### src/rtl/melody_pkg.sv
// Shared types and defaults for the melody sequencer: state encoding, rest code,
// default widths/tick counts and the counter-width helper.
package melody_pkg;

    typedef enum logic [2:0] {
        IDLE  = 3'd0,
        FETCH = 3'd1,
        WAIT  = 3'd2,
        PLAY  = 3'd3,
        GAP   = 3'd4
    } state_t;

    localparam int unsigned NOTE_REST        = 0;
    localparam int unsigned DEF_ADDR_W       = 3;
    localparam int unsigned DEF_NOTE_W       = 2;
    localparam int unsigned DEF_MELODY_LEN   = 7;
    localparam int unsigned DEF_NOTE_TICKS   = 12500000;
    localparam int unsigned DEF_GAP_TICKS    = 1250000;

    // Tick counter width: enough bits for the longer of the two durations, never below 1.
    function automatic int unsigned cnt_width(input int unsigned note_ticks,
                                              input int unsigned gap_ticks);
        int unsigned m;
        m = (note_ticks > gap_ticks) ? note_ticks : gap_ticks;
        if (m < 2) m = 2;
        return $clog2(m);
    endfunction

endpackage

### src/rtl/tick_counter.sv
// Loadable down-counter that saturates at zero; times both note and gap durations.
module tick_counter #(
    parameter int unsigned W = 2
) (
    input  logic         clk,
    input  logic         reset,
    input  logic         load,
    input  logic [W-1:0] load_value,
    input  logic         enable,
    output logic         expired_c
);

    logic [W-1:0] count;

    always_ff @(posedge clk or posedge reset) begin
        if (reset) begin
            count <= '0;
        end else if (load) begin
            count <= load_value;
        end else if (enable && (count != '0)) begin
            count <= count - W'(1);
        end
    end

    assign expired_c = (count == '0);

endmodule

### src/rtl/melody_sequencer.sv
// Steps the melody ROM, holds each note for NOTE_TICKS, inserts a GAP_TICKS silence,
// then loops or finishes with a one-cycle done pulse.
module melody_sequencer
    import melody_pkg::*;
#(
    parameter int unsigned ADDR_W     = DEF_ADDR_W,
    parameter int unsigned NOTE_W     = DEF_NOTE_W,
    parameter int unsigned MELODY_LEN = DEF_MELODY_LEN,
    parameter int unsigned NOTE_TICKS = DEF_NOTE_TICKS,
    parameter int unsigned GAP_TICKS  = DEF_GAP_TICKS
) (
    input  logic              clk,
    input  logic              reset,
    input  logic              start,
    input  logic              stop,
    input  logic              loop_en,
    output logic [ADDR_W-1:0] rom_addr,
    input  logic [NOTE_W-1:0] rom_q,
    output logic [NOTE_W-1:0] note,
    output logic              tone_en,
    output logic              busy,
    output logic              done
);

    localparam int unsigned       CNT_W     = cnt_width(NOTE_TICKS, GAP_TICKS);
    localparam logic [CNT_W-1:0]  NOTE_LOAD = CNT_W'(NOTE_TICKS - 1);
    localparam logic [CNT_W-1:0]  GAP_LOAD  = CNT_W'((GAP_TICKS == 0) ? 0 : GAP_TICKS - 1);
    localparam logic [ADDR_W-1:0] LAST_ADDR = ADDR_W'(MELODY_LEN - 1);

    state_t              state, state_d;
    logic [ADDR_W-1:0]   addr_d;
    logic [NOTE_W-1:0]   note_d;
    logic                tone_d, done_d;
    logic                cnt_load, cnt_en, expired_c;
    logic [CNT_W-1:0]    cnt_value;
    logic                abort_c, last_c, advance_c;

    tick_counter #(.W(CNT_W)) u_tick (
        .clk        (clk),
        .reset      (reset),
        .load       (cnt_load),
        .load_value (cnt_value),
        .enable     (cnt_en),
        .expired_c  (expired_c)
    );

    assign abort_c   = stop && (state != IDLE);
    assign last_c    = (rom_addr == LAST_ADDR);
    // End of a note slot: after PLAY when there is no gap, otherwise after GAP.
    assign advance_c = !abort_c && expired_c &&
                       (((state == PLAY) && (GAP_TICKS == 0)) || (state == GAP));

    always_ff @(posedge clk or posedge reset) begin
        if (reset) state <= IDLE;
        else       state <= state_d;
    end

    always_comb begin
        state_d = state;
        if (abort_c) begin
            state_d = IDLE;
        end else if (advance_c) begin
            state_d = (last_c && !loop_en) ? IDLE : FETCH;
        end else begin
            case (state)
                IDLE:    if (start && !stop) state_d = FETCH;
                FETCH:   state_d = WAIT;
                WAIT:    state_d = PLAY;
                PLAY:    if (expired_c) state_d = GAP;
                GAP:     state_d = GAP;
                default: state_d = IDLE;
            endcase
        end
    end

    always_comb begin
        addr_d    = rom_addr;
        note_d    = note;
        tone_d    = tone_en;
        done_d    = 1'b0;
        cnt_load  = 1'b0;
        cnt_en    = 1'b0;
        cnt_value = NOTE_LOAD;
        if (abort_c) begin
            addr_d = '0;
            note_d = '0;
            tone_d = 1'b0;
        end else begin
            case (state)
                IDLE: addr_d = '0;
                WAIT: begin
                    note_d   = rom_q;
                    tone_d   = (rom_q != NOTE_W'(NOTE_REST));
                    cnt_load = 1'b1;
                end
                PLAY: begin
                    cnt_en = 1'b1;
                    if (expired_c) begin
                        tone_d = 1'b0;
                        if (GAP_TICKS != 0) begin
                            cnt_load  = 1'b1;
                            cnt_value = GAP_LOAD;
                        end
                    end
                end
                GAP:     cnt_en = 1'b1;
                default: ;
            endcase
            if (advance_c) begin
                if (!last_c) begin
                    addr_d = rom_addr + ADDR_W'(1);
                end else begin
                    addr_d = '0;
                    if (!loop_en) begin
                        note_d = '0;
                        done_d = 1'b1;
                    end
                end
            end
        end
    end

    always_ff @(posedge clk or posedge reset) begin
        if (reset) begin
            rom_addr <= '0;
            note     <= '0;
            tone_en  <= 1'b0;
            busy     <= 1'b0;
            done     <= 1'b0;
        end else begin
            rom_addr <= addr_d;
            note     <= note_d;
            tone_en  <= tone_d;
            busy     <= (state_d != IDLE);
            done     <= done_d;
        end
    end

endmodule
### config.mk
export PLATFORM = sky130hd
export DESIGN_NAME = melody_sequencer
export DESIGN_NICKNAME = d
export VERILOG_FILES = /design/src/rtl/melody_pkg.sv /design/src/rtl/tick_counter.sv /design/src/rtl/melody_sequencer.sv
export SDC_FILE = /design/constraint.sdc
export NUM_CORES = 1
export LEC_CHECK = 0
export CAP_MARGIN = 15
export CORE_MARGIN = 5
export CORE_UTILIZATION = 53
export DETAILED_ROUTE_END_ITERATION = 6
export GPL_TIMING_DRIVEN = 0
export PLACE_DENSITY_LB_ADDON = 0.2
export SYNTH_ARGS = -nofsm -noshare
export SYNTH_HDL_FRONTEND = slang
export SYNTH_SLANG_ARGS = --single-unit
### constraint.sdc
create_clock -name clk -period 2.4 [get_ports clk]
set_input_delay 0.6 -clock clk [delete_from_list [all_inputs] [get_ports clk]]
set_output_delay 0.6 -clock clk [all_outputs]
set_load 0.005 [all_outputs]
==> flow_summary_export.csv <==
group,metric,value,unit
clock_tree,cts-hold-fix-buffers,0,
floorplanning,core,4060,sq um
cells_and_area,drive_above_1_share,0.141,
clock_tree,cts_tree,"built",
timing,final_period_minus_worst_setup_slack,2.37,ns
worst_hold_path,hold_class,"register to register",
setup_path,startpoint_type,"register",
synth,yosysTopAreaCell,"dfrtp_1",
floorplanning,fp.dieArea,5620,sq um
timing,report.final.setup_viol,0,
drt,num_vias,2151,
setup_path,timing.critical_path.required,2.58,ns
placed_design,dp_hpwl,4180,um
synth,top_post_synthesis_cells_by_area,"dfrtp_1 39%, nor2_1 3.2%, a21oi_1 3.1%",
pwr,powerDensity,752,nW/um^2
placed_design,place_inst,316,
timing,maxClockFrequency,421,MHz
floorplanning,num_io_pins,15,
drt,drc_errors,0,
clock_tree,worst_setup_hold_path_clk_slew,0.08,ns
placed_design,place_congestion,0.932,
setup_path,critical_path_class,"register to register",
placed_design,dp_worst_setup_slack,-0.225,ns
cells_and_area,finish.net_count,284,
timing,drv_slew,0,
timing,timing_worst_slew_pin_value,0.724,ns
synth,simple_gate_share_of_the_synthesized_area,0.292,
drt,via_density_per_instance,6.60,
clock_tree,max_buffers_root_to_sink,2,
cells_and_area,finalNonFillerCells,326,
drt,wl_per_cell,17.8,um
synth,syn_avg_cell_area,8.88,sq um
synth,muxShareOfSynthArea,0.0184,
synth,synth-seq-area-share,0.391,
timing,post-route-period-util,0.989,
cells_and_area,areaGrowthSynthToFinish,18.7,%
synth,edff_count_synth,0,
placed_design,post_dp_cell_area,2460,sq um
floorplanning,initial_core_util,0.552,
synth,synth-async-reset-ratio,1.00,
timing,fin_hold_ws,0.529,ns
timing,timing.final.ws_setup,0.0264,ns
run,maxCapViolations,0,
global_routing,via_count_of_the_first_global_routing_pass,1852,
floorplanning,die_x,75.0,um
global_routing,grt_start_max_net_pins,21,
synth,synth_top_cell_area_share,0.391,
global_routing,antenna_found_initial,0,
synth,synth_seq_cells,35,
floorplanning,die_height,75.0,um
setup_path,cp-startpoint,"u_tick.count[15]",
outcome,status,"finished, final reports clean",
synth,post_synth_fa_ha_maj_area_fraction,0.0112,
floorplanning,num_rows,23,
drt,finalWirelength,5810,um
synth,post_synth_xor_area_fraction,0.0157,
synth,synthesis.instances,252,
drt,ant_nets,0,
synth,netlist-cell-type-count,59,
timing,final.setup_skew,0.0124,ns
worst_hold_path,hold_path_startpoint,"tone_en",
clock_tree,clk_root_buffer_cell,"clkbuf_8",
setup_path,reg2reg_slack,0.03,ns
setup_path,critical_path.reg2reg.startpoint,"u_tick.count[15]",
clock_tree,h_tree_level_count,2,
timing,timing.slew.headroom,0.513,
synth,mappedNetlistArea,2240,sq um
synth,postSynthNetCount,261,
timing,fin_tns_setup,0,ns
cells_and_area,antennaDiodeCount,0,
cells_and_area,layout_common_cells,"33 x dfrtp_1, 19 x nor2_1, 14 x nand2_1",
global_routing,grt_pass1_wl,9360,um
cells_and_area,mostFrequentLayoutCell,"dfrtp_1",
timing,finalHoldViolCount,0,
pwr,vdd_drop_max,0.530,mV
synth,yosys_warnings,0,
global_routing,gr-usage-all-layers,0.220,
placed_design,port_buffers,13,
clock_tree,worstSkewPairLatency,0.29,ns
cells_and_area,fin_area,2660,sq um
pwr,total_leakage_power,1.01,nW
setup_path,crit_path_max_fanout,7,
drt,initial_drc_count,242,
setup_path,end_kind,"register",
synth,dominant_combinational_cell_family_by_area_after_synthesis,"simple AND/OR/NAND/NOR gates",
cells_and_area,fill_cells,336,
synth,flip_flop_cell_with_the_highest_count_after_synthesis,"dfrtp_1",
clock_tree,cts.sinks,35,
synth,synth_area_in_compound_gates,0.228,
clock_tree,cts_inserted_buffers,5,
setup_path,timing.critical_path.arrival,2.55,ns
drt,drt_first_pass_iters,5,
global_routing,gr-total-overflow,0,
## timing repair
action / 4_1_cts / 5_1_grt
endpoints found under the setup margin: 11 / 25
pin swaps: 1 / 2
setup buffers: 0 / 3
resized for setup: 4 / 15
## per-stage QoR
| step | utilization | power, mW |
|---|---|---|
| 2_1_floorplan | - | 1.26 |
| 3_3_place_gp | 0.599 | 1.47 |
| 3_5_place_dp | 0.606 | 1.49 |
| 4_1_cts | 0.634 | 1.97 |
| 5_1_grt | 0.655 | 2.12 |
| 6_report | 0.655 | 2.00 |
## power breakdown
group / internal, mW / switching [mW]
registers: 0.721 / 0.165
logic: 0.279 / 0.363
clock network: 0.262 / 0.209
total: 1.26 / 0.737
## sequential cells by signal, summed over array words and instances, names as in the netlist
register,flops
rom_addr,3
busy,1
u_tick.count,24
tone_en,1
note,2
done,1
state,3
## critical path, cell delays in order, from the launching register on
cell,delay [ns]
dfrtp_2,0.44
or4_1,0.53
buf_2,0.20
nor4_4,0.38
nand2_2,0.17
a311o_1,0.39
o211a_1,0.14
## per-layer routing
metal,track usage,vias up,part of all wire
li1,-,1025,-
met3,0.0521,16,0.066
met1,0.328,1026,0.47
met2,0.309,84,0.44
met4,0.0830,0,0.024
met5,0,-,0
## path summary, 6_finish.rpt
path                                     to  depth (start not counted)
max in group asynchronous   u_tick.count[4]                          3
min reg2reg                         tone_en                          2
max                        u_tick.count[18]                          6
min                                 tone_en                          2
max reg2reg                u_tick.count[18]                          6
min in group asynchronous  u_tick.count[17]                          2
## final cells by class
class                      instances  area [sq um]  share of cell area
multi-input combinational        193          1340               0.505
sequential                        35           878               0.331
timing repair buffer              17           180              0.0678
clock buffer                       8           100              0.0377
tap                               50          62.6              0.0235
buffer                            11          48.8              0.0184
inverter                          12          45.0              0.0169
## synthesized netlist by cell type (all sizes together), types with 4 or more instances
cell / number
o21ai: 16
nand3: 12
a21oi: 14
or4: 8
buf: 4
nand4: 6
nor4: 8
inv: 12
nand2: 15
nor2: 19
clkbuf: 8
a31oi: 6
or3: 6
nor3: 13
and3: 4
dfrtp: 35
a211oi: 4
nor3b: 4
## cell families after synthesis
logic type,count (synthesis)
AND/OR/NAND/NOR,108
buffers and inverters,24
multiplexers,4
adder cells (fa/ha/maj),2
flip-flops,35
XOR/XNOR,4
AO/OA/AOI/OAI,75
Power figures use the tool's default switching activity.
